--- config.mk ---
export PLATFORM = sky130hd
export DESIGN_NAME = tile_buffer_writer
export DESIGN_NICKNAME = d
export VERILOG_FILES = /design/src/rtl/tile_buffer_writer.sv
export SDC_FILE = /design/constraint.sdc
export NUM_CORES = 1
export LEC_CHECK = 0
export ABC_AREA = 1
export BUFFER_PORTS_ARGS = -buffer_cell sky130_fd_sc_hd__buf_2
export CORE_MARGIN = 2
export CORE_UTILIZATION = 58
export DETAILED_ROUTE_END_ITERATION = 6
export PLACE_DENSITY = 0.83
export SKIP_CTS_REPAIR_TIMING = 1
export SLEW_MARGIN = 20
export SYNTH_ARGS = -nofsm -noshare
export SYNTH_HDL_FRONTEND = slang
export SYNTH_SLANG_ARGS = --single-unit
export TNS_END_PERCENT = 100
--- constraint.sdc ---
create_clock -name clk_i -period 2.1 [get_ports clk_i]
set_input_delay 0.42 -clock clk_i [delete_from_list [all_inputs] [get_ports clk_i]]
set_output_delay 0.42 -clock clk_i [all_outputs]
set_load 0.01 [all_outputs]
--- src/rtl/tile_buffer_writer.sv ---
// Tile RAM write-port client: queues (row, col, code) updates and performs full-buffer clear sweeps.
// Optional TILE_WRITER_CLEAR_ON_RESET_EN: reset starts a clear sweep filled with CLEAR_VALUE.
module tile_buffer_writer #(
  parameter int DATA_WIDTH = 7,
  parameter int ROW_W = 4,
  parameter int COL_W = 5,
  parameter int FIFO_DEPTH = 4,
  parameter logic [DATA_WIDTH-1:0] CLEAR_VALUE = '0
) (
  input  logic                   clk_i,
  input  logic                   rst_i,
  input  logic                   req_valid_i,
  output logic                   req_ready_o,
  input  logic [ROW_W-1:0]       req_row_i,
  input  logic [COL_W-1:0]       req_col_i,
  input  logic [DATA_WIDTH-1:0]  req_data_i,
  input  logic                   clear_i,
  input  logic [DATA_WIDTH-1:0]  clear_data_i,
  output logic                   busy_o,
  output logic                   done_o,
  output logic                   ram_we_o,
  output logic [ROW_W+COL_W-1:0] ram_addr_o,
  output logic [DATA_WIDTH-1:0]  ram_data_o
);
  localparam int ADDR_W = ROW_W + COL_W;
  localparam int PTR_W  = $clog2(FIFO_DEPTH);
  localparam int ENT_W  = ADDR_W + DATA_WIDTH;
  localparam logic [PTR_W:0] FULL_CNT = (PTR_W+1)'(FIFO_DEPTH);

  localparam logic [0:0] ST_IDLE  = 1'b0;
  localparam logic [0:0] ST_CLEAR = 1'b1;

`ifdef TILE_WRITER_CLEAR_ON_RESET_EN
  localparam logic [0:0]            RST_STATE = ST_CLEAR;
  localparam logic [DATA_WIDTH-1:0] RST_FILL  = CLEAR_VALUE;
`else
  localparam logic [0:0]            RST_STATE = ST_IDLE;
  localparam logic [DATA_WIDTH-1:0] RST_FILL  = '0;
`endif

  logic [0:0]            state_q, state_d;
  logic [ADDR_W:0]       sweep_q, sweep_d;
  logic                  clear_pend_q, clear_pend_d;
  logic [DATA_WIDTH-1:0] fill_q, fill_d;
  logic [PTR_W-1:0]      wr_ptr_q, wr_ptr_d;
  logic [PTR_W-1:0]      rd_ptr_q, rd_ptr_d;
  logic [PTR_W:0]        count_q, count_d;
  logic                  ram_we_q, ram_we_d;
  logic [ADDR_W-1:0]     ram_addr_q, ram_addr_d;
  logic [DATA_WIDTH-1:0] ram_data_q, ram_data_d;
  logic                  done_q, done_d;
  logic [ENT_W-1:0]      fifo_mem_q [FIFO_DEPTH];

  logic fifo_empty;
  logic push;
  logic pop;

  assign fifo_empty  = (count_q == '0);
  assign req_ready_o = (count_q != FULL_CNT);
  assign push        = req_valid_i & req_ready_o;
  assign busy_o      = (state_q == ST_CLEAR) | ~fifo_empty | ram_we_q;
  assign done_o      = done_q;
  assign ram_we_o    = ram_we_q;
  assign ram_addr_o  = ram_addr_q;
  assign ram_data_o  = ram_data_q;

  // The sweep counter's top bit is set only by the terminal write; it marks the done pulse.
  always_comb begin
    state_d      = state_q;
    sweep_d      = sweep_q;
    clear_pend_d = clear_pend_q;
    fill_d       = clear_i ? clear_data_i : fill_q;
    ram_we_d     = 1'b0;
    ram_addr_d   = ram_addr_q;
    ram_data_d   = ram_data_q;
    done_d       = 1'b0;
    pop          = 1'b0;
    case (state_q)
      ST_IDLE: begin
        done_d          = sweep_q[ADDR_W];
        sweep_d[ADDR_W] = 1'b0;
        if (clear_pend_q) begin
          state_d      = ST_CLEAR;
          sweep_d      = '0;
          clear_pend_d = 1'b0;
        end else begin
          if (clear_i) clear_pend_d = 1'b1;
          if (!fifo_empty) begin
            pop                      = 1'b1;
            ram_we_d                 = 1'b1;
            {ram_addr_d, ram_data_d} = fifo_mem_q[rd_ptr_q];
          end
        end
      end
      default: begin
        // A new clear during a sweep restarts from address 0 with the new fill code.
        if (clear_i) begin
          sweep_d = '0;
        end else begin
          ram_we_d   = 1'b1;
          ram_addr_d = sweep_q[ADDR_W-1:0];
          ram_data_d = fill_q;
          sweep_d    = sweep_q + 1'b1;
          if (&sweep_q[ADDR_W-1:0]) state_d = ST_IDLE;
        end
      end
    endcase
  end

  always_comb begin
    wr_ptr_d = push ? wr_ptr_q + 1'b1 : wr_ptr_q;
    rd_ptr_d = pop  ? rd_ptr_q + 1'b1 : rd_ptr_q;
    count_d  = count_q;
    case ({push, pop})
      2'b10:   count_d = count_q + 1'b1;
      2'b01:   count_d = count_q - 1'b1;
      default: count_d = count_q;
    endcase
  end

  always_ff @(posedge clk_i or posedge rst_i) begin
    if (rst_i) begin
      state_q      <= RST_STATE;
      sweep_q      <= '0;
      clear_pend_q <= 1'b0;
      fill_q       <= RST_FILL;
      wr_ptr_q     <= '0;
      rd_ptr_q     <= '0;
      count_q      <= '0;
      ram_we_q     <= 1'b0;
      ram_addr_q   <= '0;
      ram_data_q   <= '0;
      done_q       <= 1'b0;
    end else begin
      state_q      <= state_d;
      sweep_q      <= sweep_d;
      clear_pend_q <= clear_pend_d;
      fill_q       <= fill_d;
      wr_ptr_q     <= wr_ptr_d;
      rd_ptr_q     <= rd_ptr_d;
      count_q      <= count_d;
      ram_we_q     <= ram_we_d;
      ram_addr_q   <= ram_addr_d;
      ram_data_q   <= ram_data_d;
      done_q       <= done_d;
    end
  end

  // Queue storage needs no reset: entries are only read below the count.
  always_ff @(posedge clk_i) begin
    if (push) fifo_mem_q[wr_ptr_q] <= {req_row_i, req_col_i, req_data_i};
  end

endmodule

### Word level (Yosys, flattened, before mapping)

Memories as Yosys holds them, arrays and structs flattened.
Index checks and enable logic that the tools add are counted.

* logic and storage cells: 59
* register bits after elaboration: 44
* bits in writable memories: 64
* memories: 1

* bitwise operators: 4
* multiplexer cells: 26
* $add $sub $neg: 5
* reductions and logical operators: 5
* equal/unequal tests: 6

Memories
* fifo_mem_q: words 4, width 16, rd ports 1, clocked after Yosys merged registers in 0, write ports 1, RTL line 52 `logic [ENT_W-1:0] fifo_mem_q [FIFO_DEPTH];`

Operator list (number)
* $mux 9: 5
* $mux 7: 4
* $mux 10: 2
* $mux 1: 14
* $add 10x1->10 const B: 1
* $reduce_and 9->1: 1
* $ne 2x2->1 const B: 3
* $pmux 3 s2: 1
* $add 2x1->2 const B: 2
* $reduce_bool 2->1: 2
* $add 3x1->3 const B: 1
* $logic_not 3->1: 1
* $ne 3x3->1 const B: 1
* $reduce_and 3->1: 1
* $sub 3x1->3 const B: 1
* $eq 2x1->1 const B: 1
* $eq 2x2->1 const B: 1
* $or 1x1->1: 2
* $and 1x1->1: 1
* $not 1->1: 1

### Logic depth before layout (Yosys ltp)

Gate-level depths: netlist of run 1.

* depth after elaboration: 6
* mapped depth: 10
* depth with buffers taken out: 10

### Worst setup path after synthesis of run 1

Ideal clock, no wire load.

* path kind: register -> register
* start: register count_q[0]
* end: register count_q[2]
* data required time: 1969 ps
* setup slack: 201 ps
* data arrival time: 1768 ps
* cell stages (with the launch flop): 10
* cell sequence: dfrtp_1 nor2_1 nand2_1 nand2_1 ha_1 inv_1 fa_1 a21oi_1 o21ai_0 xor2_1

* elaborated cells between the ends (all ways): 12
* classes of those cells: add/sub: 2; eq/ne: 3; mux: 4; bitwise: 1; reduce/logical: 2

RTL lines
* from (decl): RTL line 47 `logic [PTR_W:0] count_q, count_d;`
* from (signal assigned): RTL line 141 `count_q <= count_d;`
* $ne 3x3->1 *: RTL line 59 `assign req_ready_o = (count_q != FULL_CNT);`
* named net req_ready_o: RTL line 13 `output logic req_ready_o,`
* $and 1x1->1 *: RTL line 60 `assign push = req_valid_i & req_ready_o;`
* $eq 2x1->1 / $eq 2x2->1 (equally long branches): RTL line 114 `case ({push, pop})`
* $pmux 3 s2 / $reduce_bool 2->1 (equally long branches)

Mark *: on every way through the listed nets, which the timed path passes. The rest lies on a longest branch.
A chain may end at the register's enable or synchronous reset.

### Worst setup path after layout of run 1

* start: register count_q[1]
* end: register count_q[2]

* cells in the longest elaborated chain, start to end: 6
* elaborated cells between the ends (all ways): 12
* classes of those cells: add/sub: 2; eq/ne: 3; mux: 4; bitwise: 1; reduce/logical: 2

RTL lines
* $logic_not 3->1: RTL line 58 `assign fifo_empty = (count_q == '0);`
* $mux 1: RTL line 88 `if (!fifo_empty) begin`
* $mux 1: RTL line 82 `if (clear_pend_q) begin`
* $mux 1: RTL line 78 `case (state_q)`
* $eq 2x1->1 / $eq 2x2->1 (equally long branches): RTL line 114
* $pmux 3 s2 / $reduce_bool 2->1 (equally long branches)

Parallel ways exist; a longest one is shown, timed or not.

==> results of run 1 <==
[synth_stat cells (all sizes together)]
cell    instances
dfrtp          44
nand4           1
buf            14
xnor2           1
a22o            2
nor3            1
fa              1
nand2         172
mux2            7
ha              7
nor2           36
nand3          38
xor2            3
edfxtp         64
clkbuf          4
o21ai          10
inv            27
a21oi          21
[logic make-up (layout without fill, tap and decap cells)]
logic type	after synthesis	in the layout	synth area share, %
multiplexers	7	7	1.702
adder cells (fa/ha/maj)	8	8	2.323
buffers and inverters	45	103	4.295
XOR/XNOR	4	4	0.7565
AO/OA/AOI/OAI	33	33	3.728
AND/OR/NAND/NOR	248	248	21.93
flip-flops	108	108	65.26
[through the flow]
| stage | area, sq um | setup slack (ns) | total power, mW | hold WS, ns |
|---|---|---|---|---|
| 6_report | 5211 | 0.1955 | 3.718 | 0.1629 |
| 5_1_grt | 5211 | 0.01712 | 3.858 | 0.2155 |
| 4_1_cts | 5207 | 0.1985 | 3.734 | 0.1795 |
| 3_5_place_dp | 5010 | 0.2162 | 2.534 | 0.4645 |
| 3_3_place_gp | 5010 | 0.3250 | 2.527 | 0.4603 |
| 2_1_floorplan | 4632 | 0.2010 | 2.457 | 0.4596 |
[layer usage]
metal	track usage (%)	wire length (um)
met1	30.71	3934
met2	36.81	4397
met3	3.787	434
met4	8.456	144
met5	0	0
[worst max-delay path: stages, from the launching register on]
cell and delay [ns]:
dfrtp_1 0.41, nor2_1 0.15, nand2_1 0.08, nand2_1 0.09
ha_1 0.15, inv_1 0.08, fa_1 0.41, a21oi_2 0.16
o21ai_1 0.10, xor2_1 0.15
[power groups by stage]
stage                     registers [mW]  clock network, mW  logic, mW
final                               2.32               1.23      0.173
after global routing                2.32               1.34      0.196
after CTS                           2.32               1.24      0.175
after detailed placement            2.36                  0      0.174
after global placement              2.36                  0      0.167
after floorplan                     2.37                  0     0.0887
[registers in the layout, summed over array words and instances (netlist names)]
signal        flops
state_q           1
clear_pend_q      1
fifo_mem_q       64
ram_data_o        7
ram_we_o          1
rd_ptr_q          2
ram_addr_o        9
sweep_q          10
count_q           3
wr_ptr_q          2
fill_q            7
done_o            1
[layout by cell type, fill, tap and decap left out, types with 2 or more instances in the layout]
master and instances:
a21oi_1 20, a22o_1 2, buf_2 46, buf_4 13
clkbuf_8 9, dfrtp_1 44, edfxtp_1 64, ha_1 7
inv_1 23, inv_2 3, inv_6 3, inv_8 2
mux2_2 7, nand2_1 171, nand3_1 38, nor2_1 33
nor2_4 2, o21ai_0 9, xor2_1 3
[path summary, 6_finish.rpt]
kind                          startpoint                to  cells past startpoint
max                           count_q[1]        count_q[2]                      9
min                                rst_i         fill_q[4]                      3
max reg2reg                   count_q[1]        count_q[2]                      9
min reg2reg                ram_addr_o[1]     ram_addr_o[1]                      2
max in group asynchronous          rst_i       wr_ptr_q[1]                      3
min in group clk_i         req_data_i[2]  fifo_mem_q[0][2]                      1
[layout make-up]
type	count	share of cell area [%]
Timing Repair Buffer	60	6.675
Clock inverter	7	1.417
Inverter	27	1.945
Clock buffer	9	2.377
Multi-Input combinational cell	300	27.13
Tap cell	102	2.449
Sequential cell	108	58.01
==> out/qor.txt, run 1 <==
Outcome - complete, no violations
First-pass GRT wire length - 15040 um
H-tree Lvls - 3
Wire per inst - 14.54 um
Total gr overflow - 0
Post-DRT Antenna Nets - 0
Worst vdd ir - 506.4 uV
Relative slew slack - 63.35%
Post-synthesis sequential area ratio - 65.26%
Final Max Slew Viols - 0
Row count - 32
Finished Layout Cells - 613
HPWL after detailed placement - 5884 um
Initial antenna violation count - 0
Worst-path clk slew - 0.11 ns
Largest net degree at the start of global routing - 45
CTS max path bufs - 2
Area growth from synthesis to layout - 12.51%
Dominant cell type by area after synthesis - edfxtp_1
Synth top area cells - edfxtp_1 41%, dfrtp_1 24%, nand2_1 14%
Residual DRC - 0
Share of post-route cells with drive strength above 1 - 17.81%
Max Clock Freq - 525.1 MHz
Vias per inst - 5.263
CTS tree - done
Reg-to-reg setup timing slack - 0.20 ns
Worst-path maximum fanout - 3
Die Wd - 93.37 um
Post-synthesis instance total - 453
Endpoints failing setup - 0
P_sw - 884.6 uW
Clock Latency Late Sink - 0.37 ns
Synthesized area - 0.004632 sq mm
Clock power frac - 33.1%
Switching share of power - 23.79%
Core ar. - 0.007727 sq mm
Yosys reg bits - 108
Total Routing Usage GR - 22.55%
Ports - 47
TritonCTS buffer count - 9
DR vias - 3226
Final cycle utilization of the critical path - 90.69%
Pwr dens - 713.5 mW/mm^2
Placer Congestion - 0.8291
Die Height - 93.37 um
Starting density of the core - 59.94%
Worst setup SP type - register
Final hold violation count - 0
Initial drt markers - 198
Warnings from Yosys - 0
Vias in the first global route - 3180
Worst Skew - 0.01129 ns
Layout fillers - 543
DRT Pass-1 Iters - 4
Average footprint of a synthesized cell - 10.23 sq um
Flop pwr share - 62.3%
CTS sink count - 108
Area of the multi-input gates - 0.001414 sq mm
Ant diodes - 0
Crit path arrival time - 2.15 ns
Final core occ - 67.44%
Die area - 0.008717 sq mm
Maxcap violations - 0
Critical path required time - 2.35 ns
RSZ-0062 raised after global routing - false
Buffers on Ports - 46
Root buf cell - clkbuf_8
Final nets - 541
Sequential Area - 0.003023 sq mm
Min cycle time layout - 1.905 ns
Worst min-delay path class - input port to async pin
Yosys top cell area share - 41.49%
Worst setup EP type - register
Static leakage - 2.276 nW
Post-Syn Nets - 488
Post-Route Setup TNS - 0 ns
Placed instance count - 597
Total length of routed wires - 8911 um
Crit Path Category - register to register
Yosys cell types - 25
Comb power frac - 4.7%
Worst-Margin Slew - 0.5497 ns
Internal Power - 2.834 mW
Power figures use the tool's default switching activity.
==> inputs of run 2 (changes only) <==
--- a/constraint.sdc
+++ b/constraint.sdc
@@ -3,2 +3,2 @@
 set_output_delay 0.42 -clock clk_i [all_outputs]
-set_load 0.01 [all_outputs]
+set_load 0.05 [all_outputs]
==> run 2 against run 1 <==
First-iteration DRC count down 9.6%. Setup slack worse by 0.055 ns. Routed wire length is 0.12% higher. Maximum frequency fell by 2.8%. Critical path depth stayed put. Non-clock buffer count unchanged. Die area unchanged. Total power grew 1.4%. Sequential power about the same. Sequential cell count unchanged. Register-to-register slack worse by 0.06 ns. Cell count is the same. Critical path type unchanged. Critical endpoint unchanged. Largest cell class unchanged. Largest power group unchanged.
==> out/qor.txt, run 2 (synthesized netlist as in run 1, its figures left out) <==
Outcome - complete, no violations
Vias per inst - 5.250
Vias in the first global route - 3172
Internal Power - 2.824 mW
Worst min-delay path class - input port to async pin
H-tree Lvls - 3
Worst Skew - 0.01018 ns
Initial drt markers - 179
Row count - 32
RSZ-0062 raised after global routing - false
Starting density of the core - 59.94%
Endpoints failing setup - 0
Crit path arrival time - 2.21 ns
Total gr overflow - 0
CTS sink count - 108
CTS tree - done
Final core occ - 67.16%
Post-Route Setup TNS - 0 ns
Total length of routed wires - 8922 um
Sequential Area - 0.003023 sq mm
Min cycle time layout - 1.960 ns
Area growth from synthesis to layout - 12.05%
Comb power frac - 6.4%
Largest net degree at the start of global routing - 45
DRT Pass-1 Iters - 4
Die Wd - 93.37 um
Critical path required time - 2.35 ns
Share of post-route cells with drive strength above 1 - 17.81%
Switching share of power - 25.10%
Max Clock Freq - 510.3 MHz
Static leakage - 2.266 nW
Total Routing Usage GR - 22.35%
Maxcap violations - 0
Root buf cell - clkbuf_8
Reg2Reg Depth - 9
Worst setup SP type - register
CP Depth - 9
Max FFs per register - 64
Flop pwr share - 61.4%
Commonest cells after routing, fill and taps aside - 170 x nand2_1, 64 x edfxtp_1, 46 x buf_2, 44 x dfrtp_1, 38 x nand3_1
TritonCTS buffer count - 9
Worst setup EP type - register
HPWL after detailed placement - 5854 um
Area of the multi-input gates - 0.001413 sq mm
Final nets - 541
CTS max path bufs - 2
CP cell instances - nor2_1 -> nand2_2 -> nand2_1 -> ha_1 -> inv_1 -> fa_1 -> a21oi_1 -> o21ai_0 -> xor2_1
Final cycle utilization of the critical path - 93.31%
Worst-Margin Slew - 0.5357 ns
FF-to-FF Start - count_q[1]
Reg-to-reg setup timing slack - 0.14 ns
Worst vdd ir - 430.7 uV
Core ar. - 0.007727 sq mm
Layout fillers - 592
Clock power frac - 32.2%
Placer Congestion - 0.8864
Final hold violation count - 0
CP top delay family - adder cells
R2R Path End - count_q[2]
Buffers on Ports - 46
Clock Latency Late Sink - 0.37 ns
First-pass GRT wire length - 14880 um
Commonest non-fill, non-tap cell in the layout - nand2_1
Pwr dens - 726.4 mW/mm^2
Final Max Slew Viols - 0
Worst-path clk slew - 0.11 ns
Ant diodes - 0
Worst-path maximum fanout - 3
Relative slew slack - 64.29%
Die Height - 93.37 um
Initial antenna violation count - 0
Residual DRC - 0
Critical Path Max Stage Delay - 0.41 ns
Slowest cell on the critical path - dfrtp_1
Crit Path Category - register to register
P_sw - 946.1 uW
Ports - 47
Wire per inst - 14.55 um
Die area - 0.008717 sq mm
Post-DRT Antenna Nets - 0
DR vias - 3218
Biggest register - fifo_mem_q
Buf/Inv on CP - 1
-- run 2: changes by cell type in the layout (fill, tap and decap cells not counted) --
cell      change
buf_12        -1
inv_6         -1
clkinv_4      +2
o21ai_1       -1
buf_4         +1
a21oi_2       -1
a21oi_1       +1
o21ai_0       +1
nand2_2       +1
nand2_1       -1
clkinv_8      -1
-- run 2: stage by stage --
step | power, mW | instance area, sq um | std cells | hold WS [ns] | worst slack, ns
finish | 3.770 | 5190 | 613 | 0.1507 | 0.1404
CTS | 3.789 | 5190 | 613 | 0.1730 | 0.1335
global route | 3.911 | 5190 | 613 | 0.2022 | 0.006402
global placement | 2.598 | 5000 | 597 | 0.4593 | 0.3258
floorplan | 2.527 | 4634 | 453 | 0.4596 | 0.02923
detailed placement | 2.605 | 5000 | 597 | 0.4607 | 0.1400
-- run 2: worst max-delay path by stage --
stage               start  slack [ns]          to
6_report       count_q[1]        0.14  count_q[2]
5_1_grt        count_q[0]       0.006  count_q[2]
4_1_cts        count_q[1]        0.13  count_q[2]
3_5_place_dp   count_q[1]        0.14  count_q[2]
3_3_place_gp   count_q[1]        0.33  count_q[2]
2_1_floorplan  count_q[0]        0.03  count_q[2]
-- run 2: worst reg2reg max path: cells and delay by family (launching register included) --
kind / cells / cell delay, ns
fa+ha+maj: 2 / 0.53
flops: 1 / 0.41
simple gates: 3 / 0.34
compound gates: 2 / 0.30
xor+xnor: 1 / 0.18
buf+inv: 1 / 0.07
-- run 2: power groups by stage --
| stage | registers [mW] | clock network (mW) | logic, mW |
|---|---|---|---|
| 6_report | 2.31 | 1.21 | 0.243 |
| 3_5_place_dp | 2.36 | 0 | 0.246 |
| 3_3_place_gp | 2.36 | 0 | 0.240 |
| 5_1_grt | 2.32 | 1.32 | 0.267 |
| 2_1_floorplan | 2.44 | 0 | 0.0886 |
| 4_1_cts | 2.31 | 1.23 | 0.246 |
-- run 2: layer usage --
metal	up-vias	global-route usage, %	routed length (um)
met3	6	4.351	462
met2	74	37.59	4575
met5	-	0	0
met4	0	7.721	63
li1	1592	-	-
met1	1546	29.25	3820
-- run 2: cell type report --
| class | count | area share, % |
|---|---|---|
| Sequential cell | 108 | 58.24 |
| Multi-Input combinational cell | 300 | 27.22 |
| Timing Repair Buffer | 60 | 6.461 |
| Tap cell | 102 | 2.459 |
| Clock buffer | 9 | 2.387 |
| Inverter | 27 | 1.953 |
| Clock inverter | 7 | 1.278 |
==> inputs of run 3 (changes only) <==
Settings changed: CORE_ASPECT_RATIO set to 0.75.
==> run 3 against run 2 <==
Global-route usage rose by 1.4 points. Non-clock buffer count is the same. Register-to-register slack gained 0.09 ns. Count of clock-buffer cells in the layout unchanged. Maximum frequency up 4.9%. Critical path depth up 1. Sequential cell count is the same. Die area about the same. Final area increased by 0.36%. Via count is 4.1% higher. Largest power group unchanged.
==> out/qor.txt, run 3 (synthesized netlist as in run 1, its figures left out) <==
Final hold violation count - 0
Core ar. - 0.007812 sq mm
Post-DRT Antenna Nets - 0
FF-to-FF Start - count_q[0]
Static leakage - 2.274 nW
Initial antenna violation count - 0
HPWL after detailed placement - 6253 um
Die area - 0.008724 sq mm
GR peak layer - met2
CTS tree - done
Outcome - complete, no violations
Post-DP Area - 0.005004 sq mm
Critical path required time - 2.36 ns
Root buf cell - clkbuf_8
Die Wd - 107.2 um
Worst vdd ir - 467.5 uV
H-tree Lvls - 3
Relative slew slack - 62.11%
Final cycle utilization of the critical path - 88.98%
Cell area after layout - 0.005209 sq mm
First-pass GRT wire length - 15390 um
Worst-path maximum fanout - 3
Ports - 47
Placer Congestion - 0.8649
RSZ-0062 raised after global routing - false
Crit Path Category - register to register
Clock Latency Late Sink - 0.37 ns
Total length of routed wires - 9521 um
Largest net degree at the start of global routing - 45
Starting density of the core - 59.29%
Maxcap violations - 0
Final nets - 541
Row count - 28
TritonCTS buffer count - 9
Max Clock Freq - 535.2 MHz
CTS sink count - 108
Wire per inst - 15.46 um
Max FFs per register - 64
Total Routing Usage GR - 23.75%
Worst-path clk slew - 0.10 ns
Hold slack - 0.1717 ns
Finished Layout Cells - 616
Ant diodes - 0
DR vias - 3349
Post-place setup slack - 0.2363 ns
Share of post-route cells with drive strength above 1 - 17.81%
Worst setup margin - 0.2314 ns
Worst Skew - 0.01339 ns
Min cycle time layout - 1.869 ns
Placed instance count - 600
Worst setup EP type - register
Buffers on Ports - 46
Vias in the first global route - 3254
Area growth from synthesis to layout - 12.45%
M1 GR Usage - 29.63%
Crit path to - count_q[2]
Residual DRC - 0
Die Height - 81.39 um
Critical path startpoint - count_q[0]
Crit path arrival time - 2.13 ns
Initial drt markers - 225
Pwr dens - 741.3 mW/mm^2
Reg2Reg Depth - 10
Commonest cells after routing, fill and taps aside - 170 x nand2_1, 64 x edfxtp_1, 46 x buf_2, 44 x dfrtp_1, 38 x nand3_1
GR Layer Usage met3 - 6.742%
Met2 usage - 40.51%
Post-Route Setup TNS - 0 ns
Reg-to-reg setup timing slack - 0.23 ns
Endpoints failing setup - 0
Total gr overflow - 0
CTS max path bufs - 2
Final Max Slew Viols - 0
Vias per inst - 5.437
Worst setup SP type - register
Commonest non-fill, non-tap cell in the layout - nand2_1
Worst-Margin Slew - 0.5683 ns
Worst min-delay path class - input port to async pin
Biggest register - fifo_mem_q
R2R Path End - count_q[2]
DRT Pass-1 Iters - 5
-- run 3: changes by cell type in the layout (fill, tap and decap cells not counted), sizes merged --
cell,previous run,this run
bufinv,0,1
inv,30,29
-- run 3: worst min path at each step --
stage / start / end / slack, ns / cells after the start
6_report: rst_i / ram_data_o[5] / 0.17 / 3
5_1_grt: rst_i / ram_data_o[2] / 0.21 / 3
4_1_cts: rst_i / ram_data_o[5] / 0.18 / 3
3_5_place_dp: ram_addr_o[8] / ram_addr_o[8] / 0.46 / 2
3_3_place_gp: ram_addr_o[7] / ram_addr_o[7] / 0.46 / 2
2_1_floorplan: count_q[0] / count_q[0] / 0.46 / 1
-- run 3: layout make-up --
class,instances,area [sq um]
multi-input cells,300,1413
fillers,600,2604
well taps,105,131.4
repair buffers,60,335.3
clock buffers,9,123.9
inverters,27,101.3
flip-flops and latches,108,3023
clock inverters,7,81.33
-- run 3: worst max-delay path, stage by stage (launching register included) --
cell	delay (ns)
dfrtp_1	0.41
nor2_1	0.08
nand2_1	0.10
nand2_2	0.08
inv_2	0.10
ha_1	0.15
inv_1	0.07
fa_1	0.38
a21oi_1	0.14
o21ai_0	0.10
xor2_1	0.15
-- run 3: routing by layer --
metal	vias up	routed length [um]
met1	1628	4010
met5	-	0
met4	0	201
li1	1588	-
met3	15	639
met2	118	4670
-- run 3: per-stage QoR --
stage          total power [mW]  util, %
4_1_cts                   3.877    66.67
2_1_floorplan             2.527        -
3_3_place_gp              2.600    64.05
3_5_place_dp              2.610    64.05
6_report                  3.861    66.67
5_1_grt                   3.978    66.67
-- run 3: power by group --
| part | switching (mW) | internal, mW | total (mW) |
|---|---|---|---|
| clock | 0.726 | 0.571 | 1.30 |
| combinational | 0.176 | 0.0713 | 0.247 |
| sequential | 0.0271 | 2.29 | 2.32 |
